File: src/rtl/cs_approx_avg.sv
// cs_approx_avg: streaming approximate-average filter over a 9-sample window.
// Y = floor((S + 9*Xappr) / 8), where S is the window sum and Xappr is the
// largest window sample not exceeding the window mean (exact test 9*Wi <= S).
module cs_approx_avg (
    input  logic       clk,
    input  logic       reset,
    input  logic [7:0] X,
    output logic [9:0] Y
);

    // w_q[8] is the newest sample, w_q[0] the oldest
    logic [7:0]  w_q [9];
    logic [7:0]  w_d [9];

    logic [11:0] sum;
    logic [7:0]  xappr;
    logic [12:0] y_full;

    // Next window: shift toward index 0 and append the new sample at the top
    always_comb begin
        for (int unsigned i = 0; i < 8; i++) begin
            w_d[i] = w_q[i + 1];
        end
        w_d[8] = X;
    end

    // Window register; reset clears all history immediately
    always_ff @(posedge clk or posedge reset) begin
        if (reset) begin
            for (int unsigned i = 0; i < 9; i++) begin
                w_q[i] <= '0;
            end
        end else begin
            for (int unsigned i = 0; i < 9; i++) begin
                w_q[i] <= w_d[i];
            end
        end
    end

    // Window sum (max 2295, fits 12 bits)
    always_comb begin
        sum = '0;
        for (int unsigned i = 0; i < 9; i++) begin
            sum = sum + {4'b0000, w_q[i]};
        end
    end

    // Largest eligible sample; 9*Wi is formed as Wi*8 + Wi to avoid a multiplier.
    // Starting from 0 is safe because the window minimum is always eligible.
    always_comb begin
        logic [11:0] w9;
        xappr = '0;
        for (int unsigned i = 0; i < 9; i++) begin
            w9 = {1'b0, w_q[i], 3'b000} + {4'b0000, w_q[i]};
            if ((w9 <= sum) && (w_q[i] > xappr)) begin
                xappr = w_q[i];
            end
        end
    end

    // Output: (S + 9*Xappr) >> 3, intermediate max 4590 fits 13 bits
    always_comb begin
        y_full = {1'b0, sum} + {2'b00, xappr, 3'b000} + {5'b00000, xappr};
        Y      = y_full[12:3];
    end

endmodule

File: config.mk
export PLATFORM = sky130hd
export DESIGN_NAME = cs_approx_avg
export DESIGN_NICKNAME = d
export VERILOG_FILES = /design/src/rtl/cs_approx_avg.sv
export SDC_FILE = /design/constraint.sdc
export NUM_CORES = 1
export LEC_CHECK = 0
export CORE_MARGIN = 1.5
export CORE_UTILIZATION = 35
export DETAILED_ROUTE_END_ITERATION = 12
export PLACE_DENSITY = 0.46
export REMOVE_ABC_BUFFERS = 1
export SYNTH_ARGS = -nofsm -noshare
export SYNTH_HDL_FRONTEND = slang
export SYNTH_SLANG_ARGS = --single-unit
export TNS_END_PERCENT = 10
File: constraint.sdc
create_clock -name clk -period 36.8 [get_ports clk]
set_input_delay 9.2 -clock clk [delete_from_list [all_inputs] [get_ports clk]]
set_output_delay 9.2 -clock clk [all_outputs]
set_load 0.01 [all_outputs]
-- Word-level counts from Yosys, hierarchy flattened
Index checks and enable logic that the tools add are counted.
- add/sub/neg operators: 19
- magnitude comparators: 18
- multiplexer cells: 9
- reduce and logical (&&, ||, !) cells: 9
- operators with widths (operator ; count):
    adder 11 x 8 -> 12 bit ; 10
    <= comparator 12 bit ; 9
    2-to-1 mux 8 bit ; 9
    greater-than comparator 8 bit ; 8
    adder 12 x 8 -> 12 bit ; 4
    adder 12 x 11 -> 13 bit ; 1
    adder 13 x 8 -> 13 bit ; 1
    adder 10 x 8 -> 11 bit ; 1
    adder 9 x 8 -> 10 bit ; 1
    adder 8 x 8 -> 9 bit ; 1
    logical AND 1 bit ; 9
    greater-than comparator 8 x 1 -> 1 bit, second input constant ; 1
- flip-flop bits (word level): 72
- input bits: 10
- output and inout port bits: 10
- logic and storage cells: 64

-- Depth between registers and ports, before layout
- word-level depth: 37
- mapped depth: 129
- mapped depth without buffers: 121

-- Worst setup path before layout
Ideal clock, no wire load.
- path kind: register -> output
- start point: register w_q, in the netlist w_d[11]
- end point: output port Y[8]
- arrival time: 23.229 ns
- required time: 27.600 ns
- setup slack: 4.371 ns
- cell stages (with the launch flop): 124
- path buffers: 10
- path through: dfrtp_1 -> inv_1 -> fa_1 -> inv_1 -> fa_1 -> fa_1 -> inv_1 -> fa_1 -> inv_1 -> ha_1 -> a21o_1 -> a21oi_1 -> o21bai_1 -> a21oi_1 -> o21bai_1 -> a21oi_1 -> nor2b_1 -> o21ai_0 -> [88 not listed] -> a21oi_1 -> nor2_1 -> a211oi_1 -> a21oi_1 -> o21ai_1 -> clkbuf_1 -> nor2_1 -> a21oi_1 -> inv_1 -> fa_1 -> inv_1 -> ha_1 -> o21a_1 -> nor2_1 -> a211oi_2 -> nor3_4 -> o211ai_2 -> xor2_1
- cells in the longest elaborated chain, start to end: 30
- elaborated cells between the ends (all ways): 39
- those cells by class: add/sub: 4; order compare: 17; mux: 9; reduce/logical: 9
- RTL lines (item ; RTL line ; RTL):
    start: declaration ; 12 ; logic [7:0] w_q [9];
    start signal: indexed assignment ; 35 ; w_q[i] <= w_d[i];
    adder 12 x 8 -> 12 bit ; 44 ; sum = sum + {4'b0000, w_q[i]};
    <= comparator 12 bit ; 55 ; if ((w9 <= sum) && (w_q[i] > xappr)) begin
    logical AND 1 bit ; 55 ;
    2-to-1 mux 8 bit ; 55 ;
    greater-than comparator 8 bit ; 55 ;
    logical AND 1 bit ; 55 ;
    2-to-1 mux 8 bit ; 55 ;
    greater-than comparator 8 bit ; 55 ;
    [14 not listed] ; -- ;
    greater-than comparator 8 bit ; 55 ;
    logical AND 1 bit ; 55 ;
    2-to-1 mux 8 bit ; 55 ;
    greater-than comparator 8 bit ; 55 ;
    logical AND 1 bit ; 55 ;
    2-to-1 mux 8 bit ; 55 ;
    adder 12 x 11 -> 13 bit ; 63 ; y_full = {1'b0, sum} + {2'b00, xappr, 3'b000} + {5'b00000, xappr};
    adder 13 x 8 -> 13 bit * ; 63 ;
    end: declaration ; 8 ; output logic [9:0] Y
Every way passes the cells marked *; elsewhere a longest branch is shown, timed or not.

-- Worst setup path in the final report
Same ends and word-level chain as after synthesis.

==> summary.md <==
The register bit count reported by yosys is 72, and the share of flip-flops with an asynchronous set or reset is 100.0%. Cell at the slowest stage of the critical path: sky130_fd_sc_hd__fa_1. The number of design-rule violations left by the first detailed-router iteration was 453; the total count of hold-check failures in the final report was 0. The logs give 0 for the count of hold buffers inserted by post-cts repair and 34250 um for the final wirelength. The tools report the number of warnings issued by yosys as 0.

After routing, the total negative slack on setup checks comes to 0 ns. Once the floorplan was initialized, standard cells occupied 35.79% of the core. The routed length per instance was 19.77 um. After detailed routing, the number of remaining DRC violations is 0. Of all nets on the critical path, the largest fanout is 24.

After legalization and detailed placement, the total HPWL measured 26900 um. The worst register-to-register path ends at w_d[66]. The run finished with clean final reports. After synthesis, the netlist uses 85 different library cells. The post-synthesis instance area came out at 11380 sq um. Yosys instantiated no cell more often than sky130_fd_sc_hd__ha_1.

The number of antenna diodes in the final layout is 0. After the flow finishes, the layout carries non-filler instances totaling 1732. Post-synthesis average cell area: 9.025 sq um. The worst setup path is launched from a register.

For this run, the leading register cell type out of synthesis is sky130_fd_sc_hd__dfrtp_1. The logs give 53990 um for the global-route wire length before repair and 1595 for the final net count. During placement, the flow inserted port buffers numbering 19. From bottom edge to top edge, the die measures 183.3 um. Once detail routing completed, the nets flagged for antenna violations numbered 0. STA puts the critical path data arrival time at 25.12 ns.

The H-tree generated during clock tree synthesis spans 3 levels. Clock transition at the register clock pins on the worst setup and hold paths after CTS: 0.06 ns. Counting instances in the post-synthesis netlist gives the leading cell types as 227 x sky130_fd_sc_hd__ha_1, 167 x sky130_fd_sc_hd__inv_1, 95 x sky130_fd_sc_hd__a21oi_1. The area of the core was 31800 sq um; the worst stage delay on the critical path was 0.58 ns. For the total instance count after detailed placement, the log shows 1716. The congestion estimate from routability-driven global placement came to 0.8750.

Of the post-synthesis cell area, the dominant cell type holds 24.96%. Tracing the worst setup path back leads to its startpoint at w_d[11]. TritonCTS built the clock tree. The count of final max-slew check failures was 0; the required time of the worst setup path was 27.60 ns. The period utilization was 93.25%. In this run the clock root is driven by a sky130_fd_sc_hd__clkbuf_16. Relative to the synthesized area, the layout overhead comes to 9.785%. The CTS buffer count was 9. Synthesis produced a netlist whose cell count is 1261.

The post-route netlist has 6.862% of its cells at a drive strength greater than 1. The startpoint identified for the worst register-to-register timing path is w_d[58]. The tools report the number of global-route vias before repair as 9217. The run gives 2 as the maximum buffer depth of the clock tree.

Initial antenna violation count: 0. The clock reaches the later pin of the worst-skew pair after 0.36 ns. The detailed router placed 9062 vias in this run.

Measured against its own limit, the worst slew margin works out to 26.42%. The critical path ends at Y[8]. The measured slew at the worst slew-check pin is 1.089 ns, and the routed via count divided by cell count is 5.232. The first TritonRoute pass finished after 4 iterations.

The tools report the overall global routing resource usage as 21.41%. The clock period minus worst slack came out at 34.32 ns. The path class of the tightest hold or removal check is register to register. On the final layout, the worst clock skew is 0.004801 ns. The count of max-cap constraint violations is 0. Sorting the synthesized cells by area gives the leading types as sky130_fd_sc_hd__ha_1 25%, sky130_fd_sc_hd__dfrtp_1 16%, sky130_fd_sc_hd__fa_1 12%, sky130_fd_sc_hd__inv_1 5.5%, sky130_fd_sc_hd__xnor2_1 4.5%. For this run, the top clock speed supported by timing is 29.14 MHz. Setup repair after global routing left no endpoint under its margin. The depth of the worst register-to-register path came out at 0.

The die area is 33610 sq um. Summed over all layers, the global routing overflow is 0. The tools report the total number of clock tree sinks as 72.

The critical path endpoint category was a primary output. Floorplan die width: 183.3 um. For the sequential share of the synthesized area, the log shows 15.83%. The setup path with the least slack is of type register to primary output. In this run the register-to-register setup slack is 35.94 ns. Setup violations remaining at the end of the flow were counted as 0.

Entering global routing, the biggest net connects 73 pins. The synthesized design spends more area on one cell type than any other, namely sky130_fd_sc_hd__ha_1. Across all hold checks on the routed design, the worst slack comes to 0.4867 ns.

The synthesized design contains 0 enable-type register cells. The floorplan has 65 rows. The number of I/O pins came out at 20. The most repeated library cell on the critical path was sky130_fd_sc_hd__a21oi_1.
==> sequential cells by signal, summed over array words and instances, names as in the netlist <==
name	count
w_d	64
w_q	8
==> layout by cell type, fill, tap and decap left out, types with 23 or more instances in the layout <==
master,count
sky130_fd_sc_hd__xnor2_1,57
sky130_fd_sc_hd__nand2_1,63
sky130_fd_sc_hd__ha_1,227
sky130_fd_sc_hd__a21oi_1,95
sky130_fd_sc_hd__dfrtp_1,72
sky130_fd_sc_hd__nand3_1,23
sky130_fd_sc_hd__a21o_1,48
sky130_fd_sc_hd__nor2_1,67
sky130_fd_sc_hd__nand4_1,26
sky130_fd_sc_hd__inv_1,166
sky130_fd_sc_hd__o21ai_0,60
sky130_fd_sc_hd__fa_1,66
==> cell type report <==
class / instances / area [sq um]
repair buffers: 34 / 302.8
flip-flops and latches: 72 / 1802
fillers: 3214 / 19300
inverters: 167 / 628.1
clock inverters: 7 / 80.08
well taps: 435 / 544.3
clock buffers: 9 / 225.2
multi-input cells: 1008 / 8912
==> worst min-delay path by stage <==
stage / from / end / slack [ns] / cells after the start
after global placement: w_d[23] / w_d[31] / 0.49 / 0
final: w_d[23] / w_d[31] / 0.49 / 0
after global routing: w_d[16] / w_d[24] / 0.53 / 0
after detailed placement: w_d[23] / w_d[31] / 0.48 / 0
after CTS: w_d[23] / w_d[31] / 0.50 / 0
after floorplan: w_d[16] / w_d[24] / 0.42 / 0
==> timing repair <==
| action | 4_1_cts | 5_1_grt |
|---|---|---|
| setup endpoints to repair | 0 | 9 |
| resized for setup | 0 | 3 |
| buffers inserted | 0 | 0 |
==> cells by family after synthesis <==
kind of cell | after synthesis | share of synthesized area [%]
flip-flops | 72 | 15.83
adder cells (fa/ha/maj) | 297 | 36.93
AND/OR/NAND/NOR | 280 | 12.74
XOR/XNOR | 78 | 6.003
multiplexers | 35 | 3.595
buffers and inverters | 181 | 6.058
AO/OA/AOI/OAI | 318 | 18.84
==> per-stage QoR <==
step	utilization [%]	area [sq um]	setup slack [ns]
2_1_floorplan	-	11320	5.034
3_3_place_gp	38.31	12180	2.599
3_5_place_dp	38.31	12180	2.174
4_1_cts	39.27	12490	1.700
5_1_grt	39.29	12490	0.1929
6_report	39.29	12490	2.484
==> critical path, delay by kind of cell (launching register included) <==
family	cells	cell delay, ns
XOR/XNOR	1	0.16
flip-flops	1	0.57
adder cells (fa/ha/maj)	16	5.56
multiplexers	4	1.50
AO/OA/AOI/OAI	57	11.22
AND/OR/NAND/NOR	28	4.44
buffers and inverters	11	1.24
==> routing by layer <==
metal	part of all wire [%]	up-vias	wire [um]	track usage [%]
li1	-	4555	-	-
met1	49	4363	16700	29.54
met2	47	116	16170	36.18
met3	2.2	28	758	2.006
met4	1.8	0	609	4.820
met5	0	-	0	0
Power is not shown: default switching activity piles up to over one toggle a cycle in this logic, so the estimate is an artifact.
